$ cat config.mk
export PLATFORM = sky130hd
export DESIGN_NAME = fifo_stream_reader
export DESIGN_NICKNAME = d
export VERILOG_FILES = /design/src/rtl/fifo_reader_pkg.sv /design/src/rtl/stream_skid_buf.sv /design/src/rtl/fifo_stream_reader.sv
export SDC_FILE = /design/constraint.sdc
export NUM_CORES = 1
export LEC_CHECK = 0
export ABC_CLOCK_PERIOD_IN_PS = 2290
export BUFFER_PORTS_ARGS = -buffer_cell sky130_fd_sc_hd__buf_2
export CORE_MARGIN = 2
export CORE_UTILIZATION = 53
export DETAILED_ROUTE_END_ITERATION = 7
export PLACE_DENSITY = 0.9
export SETUP_SLACK_MARGIN = 0.05
export SYNTH_ARGS = -nofsm -noshare
export SYNTH_HDL_FRONTEND = slang
export SYNTH_HIERARCHICAL = 1
export SYNTH_SLANG_ARGS = --single-unit
$ cat constraint.sdc
create_clock -name clk -period 2.29 [get_ports clk]
set_input_delay 0 -clock clk [delete_from_list [all_inputs] [get_ports clk]]
set_output_delay 0 -clock clk [all_outputs]
set_load 0.1 [all_outputs]
$ cat src/rtl/fifo_reader_pkg.sv
// fifo_reader_pkg: shared constants and FSM state type for fifo_stream_reader
// Contents: default DATA_WIDTH/LINE_LEN and the IDLE/STREAM/DRAIN state enum.
package fifo_reader_pkg;
  localparam int DATA_WIDTH_DEF = 16;
  localparam int LINE_LEN_DEF = 1280;
  typedef enum logic [1:0] {IDLE, STREAM, DRAIN} state_t;
endpackage

$ cat src/rtl/stream_skid_buf.sv
// stream_skid_buf: 2-entry output buffer; head entry drives the stream registers
// Ports: clk, rst (sync active-high), push/din (write), pop (head consumed),
//        dout/valid (head entry), occ (entries held, 0..2).
module stream_skid_buf #(
  parameter int DW = 16
) (
  input  logic          clk,
  input  logic          rst,
  input  logic          push,
  input  logic [DW-1:0] din,
  input  logic          pop,
  output logic [DW-1:0] dout,
  output logic          valid,
  output logic [1:0]    occ
);
  logic [DW-1:0] d1;
  logic          v1;
  assign occ = {valid & v1, valid ^ v1};
  always_ff @(posedge clk) begin
    if (rst) begin
      dout  <= '0;
      valid <= 1'b0;
      d1    <= '0;
      v1    <= 1'b0;
    end else if (pop) begin
      // head leaves: tail (if any) moves up, an incoming word fills behind it
      valid <= v1 | push;
      v1    <= v1 & push;
      if (v1 | push) dout <= v1 ? d1 : din;
      if (v1) d1 <= din;
    end else if (push) begin
      if (valid) begin
        d1 <= din;
        v1 <= 1'b1;
      end else begin
        dout  <= din;
        valid <= 1'b1;
      end
    end
  end
endmodule

$ cat src/rtl/fifo_stream_reader.sv
// fifo_stream_reader: drains sync_fifo into a gapless valid/ready stream framed in LINE_LEN-word lines
// Ports: clk, rst (sync active-high); fifo_rd_en/fifo_rd_data/fifo_rd_empty/fifo_almost_empty
//        (FIFO read side, one-cycle read latency); m_valid/m_ready/m_data/m_last (stream);
//        line_done (pulse the cycle after the m_last handshake).
// Macro FIFO_STREAM_READER_LINE_EN: defined gives line framing (counters, DRAIN, m_last,
//        line_done); undefined gives a plain FIFO-to-stream reader with m_last/line_done tied low.
module fifo_stream_reader
  import fifo_reader_pkg::*;
#(
  parameter int DATA_WIDTH = DATA_WIDTH_DEF,
  parameter int LINE_LEN = LINE_LEN_DEF
) (
  input  logic                  clk,
  input  logic                  rst,
  output logic                  fifo_rd_en,
  input  logic [DATA_WIDTH-1:0] fifo_rd_data,
  input  logic                  fifo_rd_empty,
  input  logic                  fifo_almost_empty,
  output logic                  m_valid,
  input  logic                  m_ready,
  output logic [DATA_WIDTH-1:0] m_data,
  output logic                  m_last,
  output logic                  line_done
);
  state_t     state;
  logic       inflight;
  logic       pop;
  logic [1:0] occ;
  if (LINE_LEN < 1) begin : g_len_check
    $error("LINE_LEN must be at least 1");
  end
  assign pop = m_valid & m_ready;
  // a read is only issued when the buffer is guaranteed a free slot when its data lands
  assign fifo_rd_en = (state == STREAM) & ~fifo_rd_empty &
                      (({1'b0, occ} + {2'b0, inflight}) <= ({2'b0, pop} + 3'd1));
  stream_skid_buf #(.DW(DATA_WIDTH)) u_buf (
    .clk   (clk),
    .rst   (rst),
    .push  (inflight),
    .din   (fifo_rd_data),
    .pop   (pop),
    .dout  (m_data),
    .valid (m_valid),
    .occ   (occ)
  );
`ifdef FIFO_STREAM_READER_LINE_EN
  localparam int CW = $clog2(LINE_LEN + 1);
  logic [CW-1:0] rd_cnt;
  logic [CW-1:0] out_cnt;
  assign m_last = m_valid & (out_cnt == CW'(LINE_LEN - 1));
  always_ff @(posedge clk) begin
    if (rst) begin
      state     <= IDLE;
      inflight  <= 1'b0;
      line_done <= 1'b0;
      rd_cnt    <= '0;
      out_cnt   <= '0;
    end else begin
      inflight  <= fifo_rd_en;
      line_done <= pop & m_last;
      if (fifo_rd_en) rd_cnt <= rd_cnt + 1'b1;
      if (pop) out_cnt <= out_cnt + 1'b1;
      case (state)
        IDLE:    if (!fifo_almost_empty) state <= STREAM;
        STREAM:  if (fifo_rd_en && rd_cnt == CW'(LINE_LEN - 1)) state <= DRAIN;
        DRAIN:   if (pop && m_last) begin
          // IDLE is passed through in the same cycle when the next burst is ready,
          // so the next line's first read lands in the line_done cycle
          state   <= fifo_almost_empty ? IDLE : STREAM;
          rd_cnt  <= '0;
          out_cnt <= '0;
        end
        default: state <= IDLE;
      endcase
    end
  end
`else
  assign m_last    = 1'b0;
  assign line_done = 1'b0;
  always_ff @(posedge clk) begin
    if (rst) begin
      state    <= IDLE;
      inflight <= 1'b0;
    end else begin
      inflight <= fifo_rd_en;
      if (state == IDLE && !fifo_almost_empty) state <= STREAM;
    end
  end
`endif
endmodule

==> run metrics, run 1 <==
CP Class flip-flop to primary output; Gate Count Post-Synth approximately 200; dpl ws 0.244 ns; layout cells sized above 1 28.2%; Final Instance Area 2310 sq um; simple-gate share of the synthesized area 25.7%; Tot GR Track Use between 20% and 30%; first-pass GRT wire length 6.98 mm; full die area 3960 sq um; crit path max fanout 5; dpl cells 269; initial DRC count 84; Skew-Pair Late Insertion Delay 0.34 ns; Worst EP required roughly 2.3 ns; maxcap violations 0; min Tclk post-route 2.36 ns; Residual DRC 0; ys async rst share 0%; core box area 3340 sq um; Synth Warn # 6; Final Slew Violations 0; Fin Setup TNS -0.0718 ns; Power Total roughly 1.3 mW; status finished with violations; Top cell by count, worst path ha_4; Initial Util 55.1%; Avg Synthesized Cell Area 9.33 sq um; Syn-to-layout area delta 25.5%; crit path DAT about 2.4 ns; skew final 0.0118 ns; critical path endpoint category primary output; wire per inst ~14 microns; Detailed Route WL 4.08 mm; violated checks negative setup slack; Worst IR Drop VDD 0.000365 V; Max stage delay on crit path approximately 0.47 ns; Ant. Diodes 0; post-synthesis mux area share around 8.7%; Least-Margin Pin Slew 0.829 ns; initial antenna violation count 0; synthesized area 1840 sq um; CTS Buf Count 5; Compound-Gate Fraction of Synth Area ~14%; final std cells w/o fill 294; Final HPWL DP 2.49 mm; Root Buffer clkbuf_4; hold slack final approximately 0.26 ns; Die W 62.9 microns; Max clock buf depth 2; pwr dens 552 nW/um^2; H-tree Lvls 2; Cell Chain, Critical Path ha_4 > ha_4 > inv_2 > fa_1 > or3b_4 > a21oi_4 > buf_12; Tcrit/Tclk final 103%; Reg clk slew, reported paths 0.10 ns; Hold Fails Final Rpt 0; 1st-pass router iterations 4; unrepaired setup endpoints after global routing yes; area post-placement 2070 sq um; startpoint types flip-flop; register area share after synthesis 39.2%; row count 21; Via Count 1596; Post-synth EDFFs 0; Worst Hold Class primary input to flip-flop; clock tree sinks 36; Synth cell types 29; vias per inst 5.43; largest net degree at the start of global routing 53; largest family of logic cells by synthesized area simple AND/OR/NAND/NOR gates; Antenna Nets Post-Route 0; crit path setup slack, layout -0.0718 ns; Die Y-Extent ~63 microns; top-level I/O count 41; Top FF cell, synth dfxtp_1; CTS tree done; slowest cell on the critical path fa_1; Final Net Count roughly 280; fmax between 400 and 500 MHz; Rel. slew slack 44.7%; Post-Synth Adder-Cell Area 3.81%; grt ovf 0; Filler cells ~280; fin util 69.1%; leak pwr 1.03 nW; Final Setup Violations 1; Synth Register Bits 36; number of global-route vias before repair 1568; XOR/XNOR share of the synthesized area 0%; Port Buffer Count 38; GP Congestion 0.735
==> worst paths after layout <==
| path | start | endpoint | slack (ns) | cells after the start |
|---|---|---|---|---|
| hold / removal | rst | state[0] | 0.26 | 2 |
| hold reg to reg | state[0] | state[0] | 0.46 | 2 |
| setup reg to reg | u_buf/valid | inflight | 0.18 | 7 |
| setup / recovery | u_buf/valid | fifo_rd_en | -0.07 | 7 |
==> critical path, delay by kind of cell (launching register included) <==
family                     cells  cell delay [ns]
DFF                            1             0.38
AOI/OAI and AO/OA              1             0.15
adders and majority gates      3             0.86
and+or+nand+nor                1             0.42
buffers and inverters          2             0.21
==> Yosys cell counts (4+ instances only) <==
cell type,count,area (sq um)
a21oi_1,4,20.0
a311oi_1,6,52.6
a311oi_2,10,150
buf_4,4,30.0
clkbuf_1,7,26.3
dfxtp_1,36,721
ha_1,4,50.1
inv_1,6,22.5
mux2i_1,16,160
nand2_1,18,67.6
nand2b_1,33,206
nand3_1,16,80.1
nor3_1,16,80.1
==> where the power goes <==
part           switching (mW)  internal (mW)  total, mW
Clock                   0.193          0.109      0.302
Combinational           0.216         0.0993      0.316
Sequential             0.0119          0.644      0.656
==> flip-flops by register name (all words and copies together) (netlist names) <==
name and flops:
u_buf/valid 1, inflight 1, u_buf/v1 1, u_buf/dout 16, state 1, u_buf/d1 16
==> placed cells by master (no fill, tap or decap), drive strengths merged, types with 2 or more instances in the layout <==
| cell | count |
|---|---|
| nand3 | 16 |
| a21oi | 4 |
| mux2i | 16 |
| nand2b | 33 |
| conb | 2 |
| buf | 45 |
| a311oi | 16 |
| inv | 6 |
| clkbuf | 6 |
| nor2b | 2 |
| ha | 4 |
| nor3 | 16 |
| nand2 | 19 |
| dlygate4sd3 | 18 |
| dfxtp | 36 |
==> kinds of logic after synthesis <==
family,count (synthesis)
fa+ha+maj,5
simple gates,89
flops,36
buf+inv,25
mux,16
compound gates,25
other cells,1
==> layout make-up <==
cell class / instances / area (sq um) / area share [%]
sequential: 36 / 724 / 31.4
multi-input combinational: 137 / 1020 / 44.3
clock buffer: 6 / 41.3 / 1.79
tap: 46 / 57.6 / 2.50
timing repair buffer: 63 / 438 / 19.0
inverter: 6 / 22.5 / 0.977
==> what timing repair did <==
item / CTS / global route
endpoints found under the setup margin: 1 / 1
pin swaps: 2 / 0
gates resized for setup: 1 / 0
endpoints found under the hold margin: 34 / 0
buffers inserted: 1 / 0
hold buffers: 18 / 0
==> layer usage <==
layer,wire length (microns),global-route usage (%),share of wire (%)
met1,1770,26.3,43
met2,2050,37.6,50
met3,191,5.41,4.7
met4,71,9.72,1.7
met5,0,0,0
No activity file was read; power rests on OpenSTA's default activity.
==> run 2: changes to the inputs <==
CORE_MARGIN = unset   (was 2)
MAX_ROUTING_LAYER = met4   (was unset)
==> run metrics, run 2 (same netlist as run 1, synthesis figures left out) <==
status finished with violations; violated checks negative setup slack; initial antenna violation count 0 (unchanged); internal power 929 uW (+9.0%); Power Total 1.37 mW (+7.9%); startpoint types flip-flop; leak pwr 1.06 nW (+2.4%); most frequent cells in the layout 37 x buf_2, 34 x dfxtp_1, 33 x nand2b_1; vias per inst 5.45 (+0.48%); Hold Fails Final Rpt 0 (unchanged); skew final 0.0113 ns (-0.000459 ns); Gate power share 23.2% (-1.6 points); Via Count 1620 (+1.5%); Tot GR Track Use 25.9% (+3.8 points); Fin Setup TNS -0.0719 ns (-0.000167 ns); layout cells sized above 1 29.5% (+1.3 points); Die W 60.9 microns (-3.2%); largest net degree at the start of global routing 53 (unchanged); maxcap violations 0 (unchanged); CTS Buf Count 5 (unchanged); Residual DRC 0 (unchanged); GP Congestion 0.806 (+9.6%); crit path max fanout 2 (-3); Filler cells 248 (-10%); row count 21 (unchanged); initial DRC count 83 (-1.2%); area post-placement 2060 sq um (-0.36%); sequential share of power 47.8% (-3.7 points); Antenna Nets Post-Route 0 (unchanged); sw frac 32.4% (-0.70 points); Rel. slew slack 45.0% (+0.33 points); commonest non-fill, non-tap cell in the layout buf_2; Initial Util 55.1% (unchanged); Reg clk slew, reported paths 0.11 ns (about the same); min Tclk post-route 2.36 ns (+0.000167 ns); crit path DAT 2.36 ns (about the same); Final HPWL DP 2.45 mm (-1.4%); Die Y-Extent 60.9 microns (-3.2%); Final Slew Violations 0 (unchanged); register area 726 sq um (+0.17%); Worst EP required 2.29 ns (about the same); Tcrit/Tclk final 103% (about the same); full die area 3710 sq um (-6.3%); pwr dens 584 nW/um^2 (+5.7%); final std cells w/o fill 297 (+1.0%); Worst Hold Class primary input to flip-flop; crit path setup slack, layout -0.0719 ns (-0.000167 ns); Largest regs u_buf/d1 (16), u_buf/dout (16); clock network fraction of total power 29.1% (+5.4 points); grt ovf 0 (unchanged); CP Class flip-flop to primary output; Syn-to-layout area delta 28.0%; critical path endpoint category primary output; Root Buffer clkbuf_4; dpl cells 268 (-0.37%); Worst IR Drop VDD 0.000387 V (+6.0%); core box area 3340 sq um (unchanged); Port Buffer Count 38 (unchanged); unrepaired setup endpoints after global routing yes; multi-input logic area 1030 sq um (+0.86%); CTS tree done; Max clock buf depth 2 (unchanged); first-pass GRT wire length 6.72 mm (-3.8%); Final Instance Area 2350 sq um (+2.1%); H-tree Lvls 2 (unchanged); 1st-pass router iterations 4 (unchanged); clock tree sinks 36 (unchanged); Least-Margin Pin Slew 0.825 ns (-0.00493 ns); number of global-route vias before repair 1459 (-7.0%); fmax 423 MHz (about the same); Ant. Diodes 0 (unchanged); top-level I/O count 41 (unchanged); Final Net Count 276 (+0.36%); Detailed Route WL 4.16 mm (+2.0%); net switching power 445 uW (+5.6%); Skew-Pair Late Insertion Delay 0.33 ns (about the same); Final Setup Violations 1 (unchanged); wire per inst 14.0 microns (+0.93%)
run 2: changes by cell type in the layout (fill, tap and decap cells not counted), sizes merged:
cell | previous run | this run
buf | 45 | 46
clkbuf | 6 | 7
clkinv | 0 | 1
run 2: worst paths after layout:
kind	startpoint	cells after the start	endpoint	slack, ns
worst max-delay path	u_buf/valid	7	fifo_rd_en	-0.07
worst min-delay path	m_ready	6	u_buf/v1	0.26
worst max register to register	u_buf/valid	6	u_buf/dout[15]	0.22
worst min register to register	state[0]	2	state[0]	0.46
run 2: worst max-delay path, cell delays in order, from the launching register on:
cell,delay [ns]
dfxtp_4,0.37
ha_4,0.27
ha_4,0.12
inv_2,0.03
fa_1,0.46
or3b_4,0.41
a21oi_4,0.17
buf_12,0.18
run 2: power groups by stage:
| stage | clock [mW] | sequential, mW | combinational [mW] |
|---|---|---|---|
| 2_1_floorplan | 0 | 0.781 | 0.125 |
| 6_report | 0.399 | 0.657 | 0.318 |
| 5_1_grt | 0.441 | 0.659 | 0.338 |
| 3_5_place_dp | 0 | 0.671 | 0.285 |
| 3_3_place_gp | 0 | 0.670 | 0.282 |
| 4_1_cts | 0.405 | 0.656 | 0.313 |
run 2: what timing repair did:
item	4_1_cts	5_1_grt
pin swaps	4	0
hold buffers	18	0
endpoints found under the hold margin	34	0
setup endpoints to repair	1	1
buffers inserted	3	0
resized for setup	1	2
run 2: area by class of cell:
class / count / area share [%]
clock buffers: 7 / 2.82
clock inverters: 1 / 0.213
inverters: 6 / 0.957
multi-input cells: 137 / 43.8
flip-flops and latches: 36 / 30.8
well taps: 46 / 2.45
repair buffers: 64 / 18.9
run 2: metrics by stage:
stage	hold slack (ns)	utilization [%]	worst slack, ns
6_report	0.258	70.5	-0.0719
5_1_grt	0.291	70.5	-0.161
4_1_cts	0.235	70.2	-0.0771
3_5_place_dp	0.190	61.9	0.275
3_3_place_gp	0.182	61.9	0.315
2_1_floorplan	0.0691	-	-0.118
run 2: layer usage:
layer	global-route usage, %	share of wire (%)
met1	31.8	42
met2	42.1	51
met3	6.18	6.5
met4	7.79	0.86
met5	-	0
